**src/rtl/imu_spi_scheduler.sv**
```systemverilog
// Sequences the byte-level SPI engine: one config write per sensor after reset, then
// gyro+accel burst reads on each sample tick, forwarding data bytes as a byte stream.
module imu_spi_scheduler #(
    parameter int         SAMPLE_DIV = 100000,
    parameter logic [7:0] G_CFG_ADDR = 8'h20,
    parameter logic [7:0] G_CFG_DATA = 8'h0F,
    parameter logic [7:0] A_CFG_ADDR = 8'h2D,
    parameter logic [7:0] A_CFG_DATA = 8'h08,
    parameter logic [7:0] G_RD_CMD   = 8'hE8,
    parameter logic [7:0] A_RD_CMD   = 8'hF2,
    parameter int         G_NBYTES   = 6,
    parameter int         A_NBYTES   = 6
) (
    input  logic       clk,
    input  logic       reset,
    input  logic       enable,
    output logic       spi_start,
    output logic [7:0] spi_tx_byte,
    output logic       spi_dev_sel,
    output logic       spi_cs_hold,
    input  logic       spi_done,
    input  logic [7:0] spi_rx_byte,
    output logic       out_valid,
    output logic [7:0] out_byte,
    output logic       out_last,
    output logic       init_done,
    output logic       frame_busy,
    output logic [7:0] overrun_count,
    output logic [2:0] dbg_state
);

    localparam int         CW     = (SAMPLE_DIV > 1) ? $clog2(SAMPLE_DIV) : 1;
    localparam logic [3:0] G_LAST = 4'(G_NBYTES);
    localparam logic [3:0] A_LAST = 4'(A_NBYTES);

    typedef enum logic [2:0] {
        CFG_G     = 3'd0,
        CFG_A     = 3'd1,
        WAIT_TICK = 3'd2,
        RD_G      = 3'd3,
        RD_A      = 3'd4
    } state_t;

    // Handshake with the byte engine: spi_start pulses for one cycle with tx/dev/hold valid
    // and held until spi_done; spi_done only counts from the cycle after spi_start (wait_q).
    state_t        state_q, state_d;
    logic [3:0]    idx_q, idx_d;
    logic          boot_q, boot_d;
    logic          wait_q, wait_d;
    logic [CW-1:0] tick_cnt_q, tick_cnt_d;
    logic          start_q, start_d;
    logic [7:0]    tx_q, tx_d;
    logic          dev_q, dev_d;
    logic          hold_q, hold_d;
    logic          ov_q, ov_d;
    logic [7:0]    ob_q, ob_d;
    logic          ol_q, ol_d;
    logic          init_q, init_d;
    logic          fb_q, fb_d;
    logic [7:0]    ovr_q, ovr_d;

    logic          tick;
    logic          done_acc;
    logic          issue;
    state_t        issue_state;
    logic [3:0]    issue_idx;
    logic [9:0]    issue_word;

    // Returns {dev, hold, byte} for byte slot idx of a sequence.
    function automatic logic [9:0] slot_word(input state_t st, input logic [3:0] idx);
        logic [9:0] w;
        w = 10'd0;
        case (st)
            CFG_G:   w = (idx == 4'd0) ? {1'b0, 1'b1, G_CFG_ADDR} : {1'b0, 1'b0, G_CFG_DATA};
            CFG_A:   w = (idx == 4'd0) ? {1'b1, 1'b1, A_CFG_ADDR} : {1'b1, 1'b0, A_CFG_DATA};
            RD_G:    w = (idx == 4'd0) ? {1'b0, 1'b1, G_RD_CMD} : {1'b0, idx != G_LAST, 8'h00};
            RD_A:    w = (idx == 4'd0) ? {1'b1, 1'b1, A_RD_CMD} : {1'b1, idx != A_LAST, 8'h00};
            default: w = 10'd0;
        endcase
        return w;
    endfunction

    function automatic logic [3:0] last_idx(input state_t st);
        logic [3:0] l;
        case (st)
            RD_G:    l = G_LAST;
            RD_A:    l = A_LAST;
            default: l = 4'd1;
        endcase
        return l;
    endfunction

    assign tick     = (tick_cnt_q == CW'(SAMPLE_DIV - 1));
    assign done_acc = wait_q & spi_done;

    always_comb begin
        state_d     = state_q;
        idx_d       = idx_q;
        boot_d      = boot_q;
        wait_d      = wait_q | start_q;
        tick_cnt_d  = tick ? '0 : tick_cnt_q + CW'(1);
        start_d     = 1'b0;
        tx_d        = tx_q;
        dev_d       = dev_q;
        hold_d      = hold_q;
        ov_d        = 1'b0;
        ob_d        = ob_q;
        ol_d        = 1'b0;
        init_d      = init_q;
        fb_d        = fb_q;
        ovr_d       = ovr_q;
        issue       = 1'b0;
        issue_state = state_q;
        issue_idx   = idx_q;
        issue_word  = 10'd0;

        // Ticks are never queued: outside WAIT_TICK they are only counted.
        if (tick && state_q != WAIT_TICK && ovr_q != 8'hFF) begin
            ovr_d = ovr_q + 8'd1;
        end

        case (state_q)
            CFG_G, CFG_A, RD_G, RD_A: begin
                if (boot_q) begin
                    boot_d = 1'b0;
                    issue  = 1'b1;
                end else if (done_acc) begin
                    wait_d = 1'b0;
                    if ((state_q == RD_G || state_q == RD_A) && idx_q != 4'd0) begin
                        ov_d = 1'b1;
                        ob_d = spi_rx_byte;
                        ol_d = (state_q == RD_A) && (idx_q == A_LAST);
                    end
                    if (idx_q == last_idx(state_q)) begin
                        idx_d = 4'd0;
                        case (state_q)
                            CFG_G: begin
                                state_d     = CFG_A;
                                issue       = 1'b1;
                                issue_state = CFG_A;
                                issue_idx   = 4'd0;
                            end
                            CFG_A: begin
                                state_d = WAIT_TICK;
                                init_d  = 1'b1;
                            end
                            RD_G: begin
                                state_d     = RD_A;
                                issue       = 1'b1;
                                issue_state = RD_A;
                                issue_idx   = 4'd0;
                            end
                            default: begin
                                state_d = WAIT_TICK;
                                fb_d    = 1'b0;
                            end
                        endcase
                    end else begin
                        idx_d     = idx_q + 4'd1;
                        issue     = 1'b1;
                        issue_idx = idx_q + 4'd1;
                    end
                end
            end
            WAIT_TICK: begin
                if (tick && enable) begin
                    state_d     = RD_G;
                    idx_d       = 4'd0;
                    fb_d        = 1'b1;
                    issue       = 1'b1;
                    issue_state = RD_G;
                    issue_idx   = 4'd0;
                end
            end
            default: state_d = CFG_G;
        endcase

        if (issue) begin
            issue_word = slot_word(issue_state, issue_idx);
            start_d    = 1'b1;
            dev_d      = issue_word[9];
            hold_d     = issue_word[8];
            tx_d       = issue_word[7:0];
        end
    end

    always_ff @(posedge clk) begin
        if (reset) begin
            state_q    <= CFG_G;
            idx_q      <= 4'd0;
            boot_q     <= 1'b1;
            wait_q     <= 1'b0;
            tick_cnt_q <= '0;
            start_q    <= 1'b0;
            tx_q       <= 8'd0;
            dev_q      <= 1'b0;
            hold_q     <= 1'b0;
            ov_q       <= 1'b0;
            ob_q       <= 8'd0;
            ol_q       <= 1'b0;
            init_q     <= 1'b0;
            fb_q       <= 1'b0;
            ovr_q      <= 8'd0;
        end else begin
            state_q    <= state_d;
            idx_q      <= idx_d;
            boot_q     <= boot_d;
            wait_q     <= wait_d;
            tick_cnt_q <= tick_cnt_d;
            start_q    <= start_d;
            tx_q       <= tx_d;
            dev_q      <= dev_d;
            hold_q     <= hold_d;
            ov_q       <= ov_d;
            ob_q       <= ob_d;
            ol_q       <= ol_d;
            init_q     <= init_d;
            fb_q       <= fb_d;
            ovr_q      <= ovr_d;
        end
    end

    assign spi_start     = start_q;
    assign spi_tx_byte   = tx_q;
    assign spi_dev_sel   = dev_q;
    assign spi_cs_hold   = hold_q;
    assign out_valid     = ov_q;
    assign out_byte      = ob_q;
    assign out_last      = ol_q;
    assign init_done     = init_q;
    assign frame_busy    = fb_q;
    assign overrun_count = ovr_q;
    assign dbg_state     = state_q;

endmodule

```
**config.mk**
```make
export PLATFORM = sky130hd
export DESIGN_NAME = imu_spi_scheduler
export DESIGN_NICKNAME = d
export VERILOG_FILES = /design/src/rtl/imu_spi_scheduler.sv
export SDC_FILE = /design/constraint.sdc
export NUM_CORES = 1
export LEC_CHECK = 0
export ABC_AREA = 1
export CORE_MARGIN = 3
export CORE_UTILIZATION = 41
export CTS_BUF_LIST = sky130_fd_sc_hd__clkbuf_4 sky130_fd_sc_hd__clkbuf_8
export CTS_CLUSTER_SIZE = 16
export DETAILED_ROUTE_END_ITERATION = 10
export PLACE_DENSITY = 0.77
export SETUP_SLACK_MARGIN = 0.4
export SYNTH_ARGS = -nofsm -noshare
export SYNTH_HDL_FRONTEND = slang
export SYNTH_SLANG_ARGS = --single-unit
```
**constraint.sdc**
```tcl
create_clock -name clk -period 2 [get_ports clk]
set_input_delay 0.4 -clock clk [delete_from_list [all_inputs] [get_ports clk]]
set_output_delay 0.4 -clock clk [all_outputs]
set_load 0.02 [all_outputs]
```
==> summary.md <==
| Metric | Value |
|---|---|
| Status | `complete, no violations` |
| Internal power | `1.967 mW` |
| Max Root-Sink Buffers | `2` |
| Routed wire length | `9047 µm` |
| Via count | `3160` |
| Final WS setup | `0.005986 ns` |
| Relative max-transition margin | `69.03%` |
| Max Cap Viol | `0` |
| Final hold vios | `0` |
| Buffers on Ports | `45` |
| P_leak | `2.012 nW` |
| Final setup viols | `0` |
| Clk pin slew, worst setup/hold paths | `0.10 ns` |
| Mapped Avg Cell Area | `7.297 µm²` |
| Layout overhead on the synthesized area | `57.04%` |
| Die height | `89.53 µm` |
| CTS H-tree lvls | `2` |
| Final max-slew violation count | `0` |
| Period utilization | `99.70%` |
| Root Driver | `clkbuf_8` |
| Sw Ratio | `33.10%` |
| Fin crit period | `1.994 ns` |
| Largest net degree at the start of global routing | `21` |
| First-pass GRT wire length | `13480 µm` |
| Final setup TNS | `0 ns` |
| WP data required | `2.26 ns` |
| Comb power frac | `32.3%` |
| Placed Cells | `541` |
| CP arrival | `2.26 ns` |
| DRC errors left | `0` |
| CTS tree | `built` |
| Hpwl dp | `5070 µm` |
| CTS buffer count | `5` |
| Clock Power Share | `26.9%` |
| FF/Latch Area | `1149 µm²` |
| Peak VDD IR | `0.5852 mV` |
| Worst hold stages | `2` |
| Overall Global Routing Usage | `21.56%` |
| Vias in the first global route | `2977` |
| Library cells used by synthesis | `40` |
| Worst R2R Path Depth | `14` |
| Core area | `6568 µm²` |
| Fillers | `492` |
| Initial Util | `43.55%` |
| Switching power total | `973.2 µW` |
| Initial DRT Pass Iterations | `4` |
| Clock Sinks | `55` |
| Die Wd | `89.53 µm` |
| FF+latch count, synth | `55` |
| Die area | `8015 µm²` |
| Initial antenna violation count | `0` |
| Worst setup SP type | `flop` |
| Fmax | `0.5015 GHz` |
| Finished Layout Cells | `604` |
| Pwr Density | `654.5 nW/µm²` |
| Share of cells above drive strength 1 | `42.86%` |
| Final core occ | `68.39%` |
| HP Class | `flop to flop` |
| Clk_lat worst skew | `0.33 ns` |
| Setup slack at placement | `-0.2192 ns` |
| Cells after synthesis | `392` |
| Antenna cells | `0` |
| Routability cong. | `1.006` |
| Rows | `29` |
| WL/cell | `14.98 µm` |
| Post-synthesis cell area | `2860 µm²` |
| Multi-input logic area | `1892 µm²` |
| Clock skew | `0.01326 ns` |
| Post-route ant nets | `0` |
| Net count, final | `527` |
| Sequential cell area fraction in the yosys report | `38.50%` |
| RSZ-0062 raised after global routing | `true` |
| Crit Path Max Fanout | `5` |
| Slew @ Worst Pin | `0.4610 ns` |
| First DRT Iteration DRCs | `234` |
| Seq pwr share | `40.8%` |
| WS Path Type | `flop to flop` |
| Crit. End Element | `flop` |
| DR vias/cell | `5.232` |
| Io pins | `46` |
| Syn nets | `409` |
| Grt ovf | `0` |
| Hold slack | `0.4535 ns` |
| Warnings, synthesis | `0` |
[metrics by stage]
stage	instance area [µm²]	power (mW)
floorplan	2938	1.695
global placement	3620	1.946
detailed placement	3620	1.957
CTS	4199	2.876
global route	4492	3.083
finish	4492	2.940
[power by group through the flow]
stage | combinational, mW | clock [mW] | sequential [mW]
4_1_cts | 0.881 | 0.796 | 1.20
3_3_place_gp | 0.704 | 0 | 1.24
3_5_place_dp | 0.715 | 0 | 1.24
5_1_grt | 1.03 | 0.846 | 1.21
6_report | 0.950 | 0.791 | 1.20
2_1_floorplan | 0.425 | 0 | 1.27
[worst max-delay path, cell delays in order, from the launching register on]
cell and delay, ns:
dfxtp_4 0.37, ha_4 0.14, nand3_4 0.07, nor2_4 0.13, nand4_1 0.17, nand2_1 0.15, nand2_1 0.08, inv_2 0.07
nand2_2 0.06, nand2_2 0.08, nand2_4 0.06, nor2_4 0.18, nand3_2 0.11, buf_4 0.15, a21oi_2 0.10
[sequential cells by signal, indices dropped and copies added, names as in the netlist]
| name | flops |
|---|---|
| tick_cnt_q | 17 |
| out_byte | 8 |
| overrun_count | 8 |
| spi_tx_byte | 6 |
| idx_q | 4 |
| dbg_state | 3 |
| boot_q | 1 |
| frame_busy | 1 |
| init_done | 1 |
| out_last | 1 |
| out_valid | 1 |
| spi_cs_hold | 1 |
| spi_dev_sel | 1 |
| spi_start | 1 |
| wait_q | 1 |
[path summary, 6_finish.rpt]
kind	start	end	slack [ns]
setup / recovery	tick_cnt_q[0]	spi_tx_byte[5]	0.006
setup reg to reg	tick_cnt_q[0]	spi_tx_byte[5]	0.006
hold reg to reg	init_done	init_done	0.45
hold / removal	init_done	init_done	0.45
[Yosys cell counts]
cell type,n,area share (%)
nand2_1,66,8.7
nor2_1,60,7.9
dfxtp_1,55,38
inv_1,34,4.5
a21oi_1,27,4.7
nand3_1,20,3.5
o21ai_0,17,3.0
nor3_1,12,2.1
inv_2,10,1.3
nand2_2,10,2.2
nand4_1,10,2.2
nor2_4,10,3.9
nand3_2,6,2.1
nor2_2,6,1.3
clkbuf_1,5,0.66
ha_1,5,2.2
buf_4,3,0.79
nor3b_1,3,0.79
o21a_1,3,0.79
or2_2,3,0.66
xor2_1,3,0.92
nand3_4,2,1.2
nand3b_1,2,0.52
nor3_2,2,0.70
nor3_4,2,1.1
xnor2_1,2,0.61
a211oi_1,1,0.26
a31oi_1,1,0.22
buf_2,1,0.17
clkbuf_2,1,0.17
clkbuf_4,1,0.26
clkinv_1,1,0.13
clkinv_2,1,0.17
nor4_1,1,0.22
o2111ai_1,1,0.31
o21ai_1,1,0.17
o21ai_2,1,0.31
o221ai_1,1,0.31
o22ai_1,1,0.22
o31ai_1,1,0.26
[repair_timing]
action,4_1_cts,5_1_grt
hold endpoints to repair,0,0
pin swaps,35,32
resized for setup,95,57
buffers inserted,43,12
endpoints found under the setup margin,66,48
hold buffers,0,0
[per-layer routing]
metal	routed length, µm	track usage (%)	vias up
met3	558	4.055	37
li1	-	-	1513
met4	340	10.42	0
met5	0	0	-
met1	3695	25.71	1467
met2	4453	37.04	143
[cell usage in the layout, fill, tap and decap left out, types with 8 or more instances in the layout]
cell and instances:
buf_4 68, clkdlybuf4s50_1 11, dfxtp_1 37, nand3_2 11
inv_2 13, nor3_1 8, nand4_1 10, dfxtp_4 10
dlygate4sd2_1 34, nand2_1 52, nand3_1 11, inv_1 27
nor2_1 47, a21oi_1 20, buf_6 8, dfxtp_2 8
o21ai_0 10, nor2_4 22, nand2_2 17
[cell families after synthesis]
family / share of synthesized area (%)
xor+xnor: 1.531
fa+ha+maj: 2.187
compound gates: 10.54
flops: 38.50
buf+inv: 8.136
simple gates: 39.11
[final cells by class]
class                      instances  share of cell area [%]
multi-input combinational        280                   42.12
clock inverter                     2                  0.7799
timing repair buffer             122                   22.90
clock buffer                       6                   1.838
sequential                        55                   25.57
tap                               93                   2.591
inverter                          46                   4.206
(Power assumes the default switching activity.)
